[src/rtl/counter_mod_ud.sv]
// Modulo-M up/down counter with clear, load, one-shot stop, compare match,
// a same-cycle terminal-count cascade output and a registered wrap pulse.
module counter_mod_ud #(
    parameter int M    = 60,
    parameter int INIT = 0,
    localparam int W   = $clog2(M)
) (
    input  logic         clk,
    input  logic         rst,
    input  logic         clr,
    input  logic         load,
    input  logic [W-1:0] load_val,
    input  logic         en,
    input  logic         up,
    input  logic         oneshot,
    input  logic [W-1:0] cmp_val,
    output logic [W-1:0] counter,
    output logic         tc,
    output logic         carry,
    output logic         done,
    output logic         match
);

    localparam logic [W-1:0] MAX_V  = W'(M - 1);
    localparam logic [W-1:0] INIT_V = W'(INIT);

    logic         term;
    logic         step;
    logic [W-1:0] load_clamped;

    // Terminal value depends on the direction presented this cycle only.
    assign term         = up ? (counter == MAX_V) : (counter == '0);
    assign step         = en & ~clr & ~load & ~done;
    assign tc           = step & term;
    assign match        = (counter == cmp_val);
    assign load_clamped = (load_val > MAX_V) ? MAX_V : load_val;

    always_ff @(posedge clk or posedge rst) begin
        if (rst) begin
            counter <= INIT_V;
            carry   <= 1'b0;
            done    <= 1'b0;
        end else if (clr) begin
            counter <= '0;
            carry   <= 1'b0;
            done    <= 1'b0;
        end else if (load) begin
            counter <= load_clamped;
            carry   <= 1'b0;
            done    <= 1'b0;
        end else begin
            // A wrap and a one-shot terminal step both pulse carry exactly once.
            carry <= tc;
            if (step) begin
                if (term) begin
                    if (oneshot) begin
                        done <= 1'b1;
                    end else begin
                        counter <= up ? '0 : MAX_V;
                    end
                end else begin
                    counter <= up ? (counter + W'(1)) : (counter - W'(1));
                end
            end
        end
    end

endmodule

[config.mk]
export PLATFORM = sky130hd
export DESIGN_NAME = counter_mod_ud
export DESIGN_NICKNAME = d
export VERILOG_FILES = /design/src/rtl/counter_mod_ud.sv
export SDC_FILE = /design/constraint.sdc
export NUM_CORES = 1
export LEC_CHECK = 0
export CAP_MARGIN = 40
export CORE_MARGIN = 1
export CORE_UTILIZATION = 46
export CTS_CLUSTER_SIZE = 20
export DETAILED_ROUTE_END_ITERATION = 10
export PLACE_DENSITY = 0.86
export SYNTH_ARGS = -nofsm -noshare
export SYNTH_HDL_FRONTEND = slang
export SYNTH_SLANG_ARGS = --single-unit
[constraint.sdc]
create_clock -name clk -period 2.6 [get_ports clk]
set_input_delay 0.52 -clock clk [delete_from_list [all_inputs] [get_ports clk]]
set_output_delay 0.52 -clock clk [all_outputs]
set_load 0.02 [all_outputs]
## After elaboration in Yosys (flattened, before gate mapping)

Cells that the tools add are included.

- Output and inout bits: 10
- Input bits: 19
- Register bits: 8
- Word-level logic and storage cells: 38

- Equal/unequal tests: 3
- Reduce and logical (&&, ||, !) cells: 6
- Magnitude comparators: 1
- Bitwise gates (word level): 7
- Add/sub/neg operators: 2
- Mux-type cells: 16

Operators by type and width:

| kind | count |
|---|---|
| 2-to-1 mux 6 bit | 8 |
| nonzero test 3 bit | 3 |
| 2-to-1 mux 1 bit | 8 |
| adder 6 x 1 -> 6 bit, second input constant | 1 |
| == test 6 bit | 1 |
| == test 6 bit, second input constant | 1 |
| greater-than comparator 6 bit, second input constant | 1 |
| logical NOT 6 bit | 1 |
| subtractor 6 x 1 -> 6 bit, second input constant | 1 |
| AND 1 bit | 4 |
| inequality test 4 bit, second input constant | 1 |
| NOT 1 bit | 3 |
| AND reduction 3 bit | 1 |
| AND reduction 2 bit | 1 |

## Depth between registers and ports, before layout

- Word-level depth: 7
- Depth in mapped cells: 7
- Depth with buffers taken out: 7

## Least setup slack after synthesis

No wires, ideal clock.

- Kind: register to output
- Start point: reg counter[5]
- End point: out tc
- Setup slack: 451 ps
- Buffers on the path: 0
- Data arrival time: 1629 ps
- Cell stages (with the launch flop): 5
- Required time: 2080 ps
- Path through: dfrtp_1 nand2_1 or3_1 a21oi_1 and4_1

- Word-level cells in the longest chain between the ends: 3
- Elaborated cells on any way between the ends: 4
- Those cells by class: 1 x eq/ne; 1 x mux; 1 x bitwise; 1 x reduce/logical

RTL lines:

| item | line | RTL |
|---|---|---|
| from (decl) | 17 | `output logic [W-1:0] counter,` |
| from (signal assigned) | 48 | `counter <= load_clamped;` |
| from (signal assigned) | 59 | `counter <= up ? '0 : MAX_V;` |
| from (signal assigned) | 62 | `counter <= up ? (counter + W'(1)) : (counter - W'(1));` |
| == test 6 bit / logical NOT 6 bit (equally long branches) | 32 | `assign term = up ? (counter == MAX_V) : (counter == '0);` |
| 2-to-1 mux 1 bit * | 32 |  |
| AND 1 bit * | 34 | `assign tc = step & term;` |
| to (decl) | 18 | `output logic tc,` |

Mark *: on every way between the ends. The rest lies on a longest branch, timed or not.

## Worst setup path after layout

- Start point: in up
- End point: out tc

- Word-level cells in the longest chain between the ends: 2

RTL lines:

| item | line | RTL |
|---|---|---|
| from (decl) | 14 | `input logic up,` |
| 2-to-1 mux 1 bit | 32 |  |
| AND 1 bit | 34 |  |

No other way between the ends.

==> reports/metrics.csv <==
metric,value,unit
clock-pin slew on the worst setup and hold paths,0.05,ns
Setup TNS Final,0,ns
row count,14,
worst-case vdd ir drop,0.205,mV
HP Class,in -> async,
wire per inst,14.8,µm
Critical Path AT,2.02,ns
"slowest stage delay, CP",0.53,ns
Worst Skew,0.00240,ns
Hold Slack,0.504,ns
Area Growth Syn to Fin,53.8,%
setup ws final,0.0630,ns
final cell count without fillers,154,
Place WS,-0.379,ns
Starting Density,0.503,
Fin. Hold Viols,0,
Die Wd,42.8,µm
"Net Count, Synth",120,
CTS Sinks,8,
Seq pwr share,0.301,
final WL,2290,µm
Synth Instances,96,
GP Congestion,0.919,
router iterations before antenna repair,4,
P_sw,0.193,mW
DIE AREA,1830,µm²
DP Cell Count,151,
Tmin final,2.54,ns
Iter 0 DRT Violations,28,
pin count of the biggest net entering global routing,14,
Cell variety after synth,30,
H-tree levels,1,
CP Launch Type,input port,
vias in the first global route,889,
layout cells sized above 1,0.174,
final instance area,1180,µm²
Crit. End Element,output port,
fin. max-slew vios,0,
sequential share of the synthesized area,0.261,
hold_buf cts,0,
Max-Cap Viols,0,
worst-margin pin slew,0.495,ns
Int Power,0.324,mW
Post-DRT Antenna Nets,0,
Worst EP required,2.08,ns
Tot Pwr,0.516,mW
nets@finish,164,
clock power share,0.179,
die height,42.8,µm
CTS tree,yes,
DRC violations left,0,
status,"finished, final reports clean",
Clock Latency Late Sink,0.25,ns
slew margin rel.,0.668,
area of the multi-input gates,542,µm²
syn avg cell area,7.99,µm²
Vias/cell,5.94,
DP Area,1150,µm²
Max Root-Sink Buffers,2,
CP max stage cell,clkdlybuf4s50_1,
synth warn,0,
Yosys reg bits,8,
I/O pins,29,
Leak,0.499,nW
I/O Buffers,28,
crit-path cells,clkdlybuf4s50_1 > nand2_1 > or3_1 > a21oi_2 > and4_1 > buf_2,
P per Cell Area,438,nW/µm²
Root Buffer,clkbuf_4,
Num CTS Buffers,3,
combinational share of power,0.520,
final core occ,0.774,
initial antenna violation count,0,
final period utilization,0.976,
via count,914,
unrepaired setup endpoints after global routing,false,
Crit Path Max Fanout,3,
WS Path Type,in -> out,
fmax,394,MHz
Antenna Cells,0,
first-pass GRT wire length,3910,µm
sw frac,0.373,
post-detail-place hpwl,1820,µm
GR Util All Layers,0.281,
post-CTS setup buffer count,0,
Post-Syn Area,767,µm²
Core Area,1520,µm²
GR Overflow Total,0,
final setup violation count,0,
Fill cells,115,
register area,200,µm²
==> worst paths after layout <==
kind,start,slack [ns],to,depth (start not counted)
worst min-delay path,rst,0.50,counter[5],2
min in group clk,counter[5],0.64,counter[5],3
worst max-delay path,up,0.06,tc,6
worst max register to register,counter[2],0.65,counter[3],5
max in group asynchronous,rst,1.87,counter[2],2
worst min register to register,counter[5],0.64,counter[5],3
==> layout by cell type (no fill, tap or decap), types with 2 or more instances in the layout <==
cell type,synthesis,routed
o31ai_1,2,2
o21ai_0,7,7
and4_1,2,2
a21oi_1,7,6
ha_1,4,4
nand3_1,4,4
nor2_1,5,5
xor2_1,5,5
inv_1,8,8
a31oi_1,2,2
nor3_1,5,5
nand4_1,4,4
dfrtp_1,8,8
xnor2_1,5,5
nand2_1,11,11
clkdlybuf4s50_1,0,27
o211ai_1,2,2
a21oi_2,2,3
clkbuf_4,0,3
buf_4,0,12
==> kinds of logic (layout without fill, tap and decap cells) <==
| family | Yosys count | count (layout) | share of synthesized area |
|---|---|---|---|
| compound gates | 27 | 27 | 0.237 |
| xor+xnor | 10 | 10 | 0.114 |
| fa+ha+maj | 5 | 5 | 0.0914 |
| buf+inv | 9 | 51 | 0.0457 |
| flops | 8 | 8 | 0.261 |
| simple gates | 37 | 37 | 0.251 |
==> flip-flops by register name, indices dropped and copies added, names as in the netlist <==
name and cells:
counter 6, carry 1, done 1
==> synthesized netlist by cell type <==
master | n | area (µm²)
or2_2 | 1 | 6.26
a31o_2 | 1 | 8.76
ha_1 | 4 | 50.1
o22ai_1 | 1 | 6.26
xor2_1 | 5 | 43.8
nand3_1 | 4 | 20.0
a21oi_1 | 7 | 35.0
buf_2 | 1 | 5.00
a211oi_4 | 1 | 20.0
nand4_1 | 4 | 25.0
nor3_1 | 5 | 25.0
a31oi_1 | 2 | 12.5
and4_1 | 2 | 17.5
nor4_1 | 1 | 6.26
inv_1 | 8 | 30.0
o21ai_0 | 7 | 35.0
o211ai_1 | 2 | 15.0
nor2b_1 | 1 | 6.26
fa_1 | 1 | 20.0
nor2_1 | 5 | 18.8
xnor2_1 | 5 | 43.8
nand2b_1 | 1 | 6.26
nand2_1 | 11 | 41.3
or4b_4 | 1 | 13.8
o31ai_1 | 2 | 15.0
a311oi_1 | 1 | 8.76
a21oi_2 | 2 | 17.5
dfrtp_1 | 8 | 200
a21o_1 | 1 | 7.51
or3_1 | 1 | 6.26
==> final cells by class <==
class	instances	area share
Timing Repair Buffer	40	0.310
Tap cell	16	0.0170
Inverter	8	0.0255
Clock buffer	3	0.0191
Multi-Input combinational cell	79	0.459
Sequential cell	8	0.170
==> power by group through the flow <==
stage	sequential, mW	combinational, mW	clock, mW
floorplan	0.175	0.123	0
global placement	0.155	0.257	0
detailed placement	0.155	0.263	0
CTS	0.154	0.266	0.0918
global route	0.157	0.294	0.0970
finish	0.155	0.268	0.0926
==> worst max-delay path, delay by kind of cell <==
kind | cells | cell delay, ns
buffers and inverters | 2 | 0.69
AO/OA/AOI/OAI | 1 | 0.17
AND/OR/NAND/NOR | 3 | 0.63
==> routing by layer <==
| metal | vias to the layer above | routed length [µm] | global-route usage |
|---|---|---|---|
| met5 | - | 0 | 0 |
| met4 | 0 | 42 | 0.0813 |
| met3 | 6 | 181 | 0.0426 |
| met2 | 56 | 1110 | 0.452 |
| met1 | 415 | 955 | 0.387 |
| li1 | 437 | - | - |
==> repair_timing <==
item | CTS | global route
gates resized for setup | 6 | 0
hold endpoints to repair | 0 | 0
setup endpoints to repair | 1 | 0
(Power assumes the default switching activity.)
